$ cat config.mk
export PLATFORM = sky130hd
export DESIGN_NAME = sram_playback_reader_flat
export DESIGN_NICKNAME = d
export VERILOG_FILES = /design/src/rtl/audio_pkg.sv /design/src/rtl/sram_playback_reader_if.sv /design/src/rtl/sram_playback_reader_lrck_edge_sync.sv /design/src/rtl/sram_playback_reader.sv /design/src/flat_wrapper.sv
export SDC_FILE = /design/constraint.sdc
export NUM_CORES = 1
export LEC_CHECK = 0
export CORE_ASPECT_RATIO = 0.75
export CORE_MARGIN = 1.5
export CORE_UTILIZATION = 48
export DETAILED_ROUTE_END_ITERATION = 7
export PLACE_DENSITY_LB_ADDON = 0.15
export SYNTH_ARGS = -nofsm -noshare
export SYNTH_HDL_FRONTEND = slang
export SYNTH_HIERARCHICAL = 1
export SYNTH_SLANG_ARGS = --single-unit
$ cat constraint.sdc
create_clock -name iCLK -period 3.1 [get_ports iCLK]
set_input_delay 0.465 -clock iCLK [delete_from_list [all_inputs] [get_ports iCLK]]
set_output_delay 0.465 -clock iCLK [all_outputs]
set_load 0.05 [all_outputs]
$ cat src/rtl/audio_pkg.sv
// Shared constants and types for the audio recorder SRAM engines.
package audio_pkg;

    localparam int ADDR_W = 18;
    localparam int DATA_W = 16;

    // The SRAM is split into two equal recording banks.
    localparam logic [17:0] BANK0_BASE = 18'd0;
    localparam logic [17:0] BANK1_BASE = 18'd128000;
    localparam logic [17:0] BANK_LEN   = 18'd128000;

    typedef enum logic [1:0] {
        IDLE,
        ARMED,
        REQ,
        READ
    } play_state_t;

endpackage

$ cat src/rtl/sram_playback_reader_if.sv
// SRAM read port: arbiter request/grant plus address, output enable and data.
interface sram_rd_if #(
    parameter int ADDR_W = 18,
    parameter int DATA_W = 16
);
    logic              req;
    logic              gnt;
    logic [ADDR_W-1:0] addr;
    logic              oe_n;
    logic [DATA_W-1:0] dq;

    // Reader side: issues requests and addresses, receives grant and data.
    modport master (
        output req,
        output addr,
        output oe_n,
        input  gnt,
        input  dq
    );

    // Arbiter/SRAM side.
    modport slave (
        input  req,
        input  addr,
        input  oe_n,
        output gnt,
        output dq
    );
endinterface

$ cat src/rtl/sram_playback_reader_lrck_edge_sync.sv
// Synchronises an asynchronous LR clock into the system domain and
// emits a one-cycle registered pulse on each rising edge.
module lrck_edge_sync #(
    parameter int SYNC_STAGES = 2
) (
    input  logic clk,
    input  logic rst_n,
    input  logic lrck,
    output logic rise
);
    logic [SYNC_STAGES-1:0] sync_q;
    logic                   prev_q;

    // Shift the LR clock through the synchroniser and register the edge pulse.
    always_ff @(posedge clk) begin
        if (!rst_n) begin
            sync_q <= '0;
            prev_q <= 1'b0;
            rise   <= 1'b0;
        end else begin
            sync_q <= {sync_q[SYNC_STAGES-2:0], lrck};
            prev_q <= sync_q[SYNC_STAGES-1];
            rise   <= sync_q[SYNC_STAGES-1] & ~prev_q;
        end
    end
endmodule

$ cat src/rtl/sram_playback_reader.sv
// Playback reader: fetches one sample per LR frame from an SRAM address
// window and drives it onto both DAC channels.
module sram_playback_reader #(
    parameter int ADDR_W      = audio_pkg::ADDR_W,
    parameter int DATA_W      = audio_pkg::DATA_W,
    parameter int RD_WAIT     = 2,
    parameter int SYNC_STAGES = 2
) (
    input  logic              iCLK,
    input  logic              iRST_N,
    input  logic              iAUD_LRCK,
    input  logic              iPLAY,
    input  logic              iLOOP,
    input  logic [ADDR_W-1:0] iSTART_ADDR,
    input  logic [ADDR_W-1:0] iEND_ADDR,
    sram_rd_if.master         sram,
    output logic [DATA_W-1:0] oAUD_outL,
    output logic [DATA_W-1:0] oAUD_outR,
    output logic              oBUSY,
    output logic              oDONE,
    output logic              oUNDERRUN
);
    import audio_pkg::*;

    localparam int CNT_W = (RD_WAIT > 1) ? $clog2(RD_WAIT) : 1;

    play_state_t       state;
    logic [ADDR_W-1:0] addr_q;
    logic [ADDR_W-1:0] start_q;
    logic [ADDR_W-1:0] end_q;
    logic [CNT_W-1:0]  wait_cnt;
    logic [DATA_W-1:0] sample_q;
    logic              req_q;
    logic              oe_n_q;
    logic              busy_q;
    logic              done_q;
    logic              underrun_q;
    logic              lrck_rise;

    lrck_edge_sync #(
        .SYNC_STAGES(SYNC_STAGES)
    ) u_lrck_sync (
        .clk  (iCLK),
        .rst_n(iRST_N),
        .lrck (iAUD_LRCK),
        .rise (lrck_rise)
    );

    assign sram.req   = req_q;
    assign sram.addr  = addr_q;
    assign sram.oe_n  = oe_n_q;
    assign oAUD_outL  = sample_q;
    assign oAUD_outR  = sample_q;
    assign oBUSY      = busy_q;
    assign oDONE      = done_q;
    assign oUNDERRUN  = underrun_q;

    // Playback FSM with registered bus and status outputs.
    always_ff @(posedge iCLK) begin
        if (!iRST_N) begin
            state      <= IDLE;
            addr_q     <= '0;
            start_q    <= '0;
            end_q      <= '0;
            wait_cnt   <= '0;
            sample_q   <= '0;
            req_q      <= 1'b0;
            oe_n_q     <= 1'b1;
            busy_q     <= 1'b0;
            done_q     <= 1'b0;
            underrun_q <= 1'b0;
        end else begin
            done_q     <= 1'b0;
            underrun_q <= 1'b0;
            case (state)
                IDLE: begin
                    // Silence after the last sample has played a full frame.
                    if (lrck_rise) begin
                        sample_q <= '0;
                    end
                    if (iPLAY) begin
                        start_q <= iSTART_ADDR;
                        end_q   <= iEND_ADDR;
                        addr_q  <= iSTART_ADDR;
                        busy_q  <= 1'b1;
                        state   <= ARMED;
                    end
                end
                ARMED: begin
                    if (!iPLAY) begin
                        busy_q <= 1'b0;
                        state  <= IDLE;
                    end else if (lrck_rise) begin
                        req_q <= 1'b1;
                        state <= REQ;
                    end
                end
                REQ: begin
                    // A frame edge here is dropped, not queued.
                    if (lrck_rise) begin
                        underrun_q <= 1'b1;
                    end
                    if (sram.gnt) begin
                        oe_n_q   <= 1'b0;
                        wait_cnt <= CNT_W'(RD_WAIT - 1);
                        state    <= READ;
                    end
                end
                READ: begin
                    if (lrck_rise) begin
                        underrun_q <= 1'b1;
                    end
                    if (wait_cnt == '0) begin
                        sample_q <= sram.dq;
                        req_q    <= 1'b0;
                        oe_n_q   <= 1'b1;
                        if (!iPLAY) begin
                            busy_q <= 1'b0;
                            state  <= IDLE;
                        end else if (addr_q == end_q) begin
                            if (!iLOOP) begin
                                done_q <= 1'b1;
                                busy_q <= 1'b0;
                                state  <= IDLE;
                            end else begin
                                addr_q <= start_q;
                                state  <= ARMED;
                            end
                        end else begin
                            addr_q <= addr_q + 1'b1;
                            state  <= ARMED;
                        end
                    end else begin
                        wait_cnt <= wait_cnt - 1'b1;
                    end
                end
                default: state <= IDLE;
            endcase
        end
    end
endmodule

$ cat src/flat_wrapper.sv
// flat-port wrapper written by rule: the top's interface ports become plain ports
module sram_playback_reader_flat import audio_pkg::*;
#(
    parameter int ADDR_W      = audio_pkg::ADDR_W,
    parameter int DATA_W      = audio_pkg::DATA_W,
    parameter int RD_WAIT     = 2,
    parameter int SYNC_STAGES = 2
)
  (iCLK, iRST_N, iAUD_LRCK, iPLAY, iLOOP, iSTART_ADDR, iEND_ADDR, oAUD_outL, oAUD_outR, oBUSY, oDONE, oUNDERRUN, sram_req, sram_addr, sram_oe_n, sram_gnt, sram_dq);
  sram_rd_if #(.ADDR_W(ADDR_W), .DATA_W(DATA_W)) sram_i ();
  input  logic iCLK;
  input  logic iRST_N;
  input  logic iAUD_LRCK;
  input  logic iPLAY;
  input  logic iLOOP;
  input  logic [ADDR_W-1:0] iSTART_ADDR;
  input  logic [ADDR_W-1:0] iEND_ADDR;
  output logic [DATA_W-1:0] oAUD_outL;
  output logic [DATA_W-1:0] oAUD_outR;
  output logic oBUSY;
  output logic oDONE;
  output logic oUNDERRUN;
  output wire logic [$bits(sram_i.req)-1:0] sram_req;
  output wire logic [$bits(sram_i.addr)-1:0] sram_addr;
  output wire logic [$bits(sram_i.oe_n)-1:0] sram_oe_n;
  input wire logic [$bits(sram_i.gnt)-1:0] sram_gnt;
  input wire logic [$bits(sram_i.dq)-1:0] sram_dq;
  assign sram_req = sram_i.req;
  assign sram_addr = sram_i.addr;
  assign sram_oe_n = sram_i.oe_n;
  assign sram_i.gnt = sram_gnt;
  assign sram_i.dq = sram_dq;
  sram_playback_reader #(.ADDR_W(ADDR_W), .DATA_W(DATA_W), .RD_WAIT(RD_WAIT), .SYNC_STAGES(SYNC_STAGES)) u_core (.iCLK(iCLK), .iRST_N(iRST_N), .iAUD_LRCK(iAUD_LRCK), .iPLAY(iPLAY), .iLOOP(iLOOP), .iSTART_ADDR(iSTART_ADDR), .iEND_ADDR(iEND_ADDR), .sram(sram_i), .oAUD_outL(oAUD_outL), .oAUD_outR(oAUD_outR), .oBUSY(oBUSY), .oDONE(oDONE), .oUNDERRUN(oUNDERRUN));
endmodule
==> results.md, run 1 <==
Detailed routing:
- The final routed wirelength across all metal layers is 10700 microns.
- Dividing the detail-routed wire length by the instance count gives 15.5 microns.
- Dividing the detail-routed via count by the number of cells gives 5.50.
- The detailed router finished its first iteration with 214 violations.
- The first-pass iteration count of the detailed router is 7.
- After detailed routing, the number of remaining DRC violations is 0.
- The number of vias after detailed routing is 3813.
- The detail route stage leaves a number of antenna-violating nets equal to 0.

Setup path:
- The count of cells along the worst register-to-register path is 6.
- Data on the critical path is required at its endpoint by 3280 ps.
- The sort of element at the start of the critical path is a register.
- The number of buffers and inverters on the critical path is 0.
- Walking the worst path, the cells encountered are xor2_1, nor4_1, nand3_2, o41a_1, o21ai_0, a31oi_1.
- The reg-to-reg critical path endpoint is u_core/sram.addr[8].
- By startpoint and endpoint, the worst setup path is classified as register to register.
- The slowest cell on the critical path is sky130_fd_sc_hd__o41a_1.
- The endpoint type of the worst setup path is a register.
- STA puts the critical path data arrival time at 2820 ps.
- On the worst path, the slowest cell contributes a delay of 820 ps.
- In this run the worst path has a maximum fanout of 33.
- The startpoint identified for the worst register-to-register timing path is u_core/sram.addr[12].
- The setup slack on the worst flop-to-flop path is 460 ps.
- The top cell family by delay on the critical path is compound AO/OA/AOI/OAI gates.

CTS:
- The clock tree root driver cell is sky130_fd_sc_hd__clkbuf_8.
- Clock-pin slew was measured on the worst setup and hold paths at 80 ps.
- The sink count of the clock tree is 82.
- The number of buffers created by CTS is 9.
- The count of hold buffers inserted by post-cts repair is 0.
- The H-tree generated during clock tree synthesis spans 3 levels.
- The TritonCTS clock tree is built.
- Post-CTS timing repair inserted 0 buffers for setup.
- The clock passes through at most 2 buffers.
- Once the clock tree was built, the resizer swapped 0 gates to a different size.
- The insertion delay to the later sink of the worst-skew pair is 360 ps.

Synthesis:
- The post-synthesis instance area is 4020 sq um.
- When the netlist entered floorplanning its net count stood at 561.
- The number of unique standard cell types used by synthesis is 42.
- Counting every instance in the synthesized netlist gives 502.
- The synthesized design contains 82 register bits.
- Counting flops with an async set or reset pin after synthesis yields a share of 0%.
- Sequential cells were found to cover 40.8% of the synthesized design area.
- The dominant cell type by area after synthesis is sky130_fd_sc_hd__dfxtp_1.
- For this run, the leading register cell type out of synthesis is sky130_fd_sc_hd__dfxtp_1.
- The proportion of netlist area held by the largest area contributor is 40.8%.
- In the post-synthesis netlist, the biggest area contributors are sky130_fd_sc_hd__dfxtp_1 (41%), sky130_fd_sc_hd__nand2_1 (11%), sky130_fd_sc_hd__a21boi_0 (10%), sky130_fd_sc_hd__o21ai_0 (4.0%), sky130_fd_sc_hd__xor2_1 (3.9%).
- The synthesis warning total is 6.
- The number of enable-type register cells in the synthesized netlist is 0.
- The mean instance size in the synthesized netlist is 8.02 sq um.

Timing:
- Across all hold checks on the routed design, the worst slack comes to 456 ps.
- The final-report setup violation count is 0.
- Setup repair after global routing left no endpoint under its margin.
- The relative max-transition margin is 26.3%.
- For the final database, setup skew stands at 6.70 ps.
- For this run, the top clock speed supported by timing is 379 MHz.
- The post-route setup TNS is 0 ps.
- In the finished design, the share of the clock period the worst path needs comes to 85.1%.
- The routed design could run at a clock period as short as 2640 ps.
- The count of final hold-check violations is 0.
- The number of max-slew violations in the final report is 0.
- For the pin with the worst max-slew slack, the measured transition is 1100 ps.

Floorplan:
- The die boundary width is 109 microns.
- The number of top-level pins is 113.
- The floorplan has 28 rows.
- The total area inside the core boundary comes to 8020 sq um.
- The initial utilization of the core area, before any placement, comes to 50.2%.
- The total die area is 8950 sq um.
- The die is 82.3 microns tall.

Final layout:
- The most common cell after layout, fill and taps aside is sky130_fd_sc_hd__nand2_1.
- The post-route netlist has 5.95% of its cells at a drive strength greater than 1.
- After routing the design area is 5290 sq um.
- The area taken by flip-flops and latches is 1640 sq um.
- The filler cells instantiated in the layout total 713.
- The area growth from synthesis to layout is 31.4%.
- In the layout the commonest cells are sky130_fd_sc_hd__nand2_1 (115), sky130_fd_sc_hd__clkdlybuf4s50_1 (111), sky130_fd_sc_hd__dfxtp_1 (82).
- The total area of multi-input combinational cells is 2080 sq um.
- The number of antenna diodes in the final layout is 0.
- The post-layout net count is 642.

Power and ir drop:
- The overall power consumption is 2.39 mW.
- For this design the static power due to leakage is 1.91 nW.
- IR analysis of the VDD net gives a maximum drop of 325 uV.
- The areal power density over the cells is 453 nW/um^2.

Global routing:
- The first global-routing pass estimated 17000 microns of wire.
- For this run, the total global-route usage over all layers was measured as 24.9%.
- The number of global-route vias before repair was 3496.
- The maximum number of pins on one net before global-route repair is 38.
- The global-route congestion overflow total is 0.
- The number of antenna violations at the first check in global routing is 0.

Placement:
- The area after detailed placement is 5070 sq um.
- The wire-length estimate of the detail-placed layout is 7550 microns.
- Routability-driven placement finished with a final weighted congestion of 0.904.
- The number of I/O port buffers is 112.

Hold path:
- The capture endpoint of the worst hold path is u_core/u_lrck_sync/sync_q[1].
- The startpoint identified for the worst hold timing path is u_core/u_lrck_sync/sync_q[0].
- Counting instances, the worst hold path has a depth of 1.
- The tightest min-delay check is of the register to register type.

Outcome:
- The run finished with clean final reports.

Flow run:
- Max-cap violations in this run came to 0.
==> through the flow <==
stage               utilization [%]  worst slack [ps]  cells
finish                         65.9               462    693
global route                   65.9               204    693
CTS                            65.8               480    692
detailed placement             63.2               414    676
global placement               63.2               478    676
floorplan                         -               634    502
==> sequential cells by signal (all words and copies together) (netlist names), 2 cells and up, named ones only <==
register,flops
u_core/end_q,18
u_core/oAUD_outL,16
u_core/sram.addr,18
u_core/start_q,18
u_core/u_lrck_sync/sync_q,2
==> how the worst max path moves through the flow <==
stage / startpoint / end / slack, ps / cells past startpoint
floorplan: u_core/sram.addr[7] / u_core/sram.addr[0] / 630 / 8
global placement: iPLAY / u_core/sram.addr[0] / 480 / 5
detailed placement: iPLAY / u_core/sram.addr[0] / 410 / 5
CTS: u_core/sram.addr[12] / u_core/sram.addr[8] / 480 / 6
global route: u_core/sram.addr[12] / u_core/sram.addr[8] / 200 / 6
finish: u_core/sram.addr[12] / u_core/sram.addr[8] / 460 / 6
==> logic make-up (layout without fill, tap and decap cells) <==
logic type / count (synthesis) / count (layout) / share of synthesized area [%]
mux: 1 / 1 / 0.249
buf+inv: 60 / 146 / 7.68
fa+ha+maj: 1 / 1 / 0.311
compound gates: 140 / 140 / 23.3
xor+xnor: 32 / 32 / 6.97
simple gates: 186 / 186 / 20.7
flops: 82 / 82 / 40.8
==> layer usage <==
layer / GRT usage (%) / vias up / routed length, microns
li1: - / 1871 / -
met1: 34.3 / 1765 / 5180
met2: 38.1 / 164 / 4610
met3: 5.89 / 13 / 793
met4: 8.95 / 0 / 144
met5: 0 / - / 0
==> area by class of cell <==
type	instances	share of cell area [%]
multi-input combinational	360	39.3
sequential	82	31.0
timing repair buffer	124	22.8
clock buffer	11	2.48
tap	105	2.48
clock inverter	5	1.49
inverter	6	0.426
==> cells in the mapped netlist (all sizes together) (2+ instances only) <==
library cell,count
and2,5
nor2,14
a32o,2
xnor2,14
a21oi,8
a31oi,17
clkbuf,31
a21o,3
nor2b,2
buf,23
a21boi,54
nand2,115
nand4,4
or3,2
o21ai,32
nor3,5
o22ai,2
nand3,25
o211ai,15
inv,6
and3,3
nor4,7
o31ai,2
xor2,18
dfxtp,82
==> power breakdown <==
part / total [mW] / leakage, nW / switching [mW] / internal (mW)
registers: 1.17 / 0.672 / 0.0635 / 1.10
clock network: 0.826 / 0.107 / 0.373 / 0.453
logic: 0.402 / 1.13 / 0.221 / 0.181
total: 2.39 / 1.91 / 0.658 / 1.74
Note: power is estimated with default switching activity, not from simulation.
==> run 2, diff against run 1 <==
CTS_CLUSTER_SIZE = 28   (was not set)
==> results of run 2 <==
No change in the layout: final DEF, timing and power equal those of run 1.
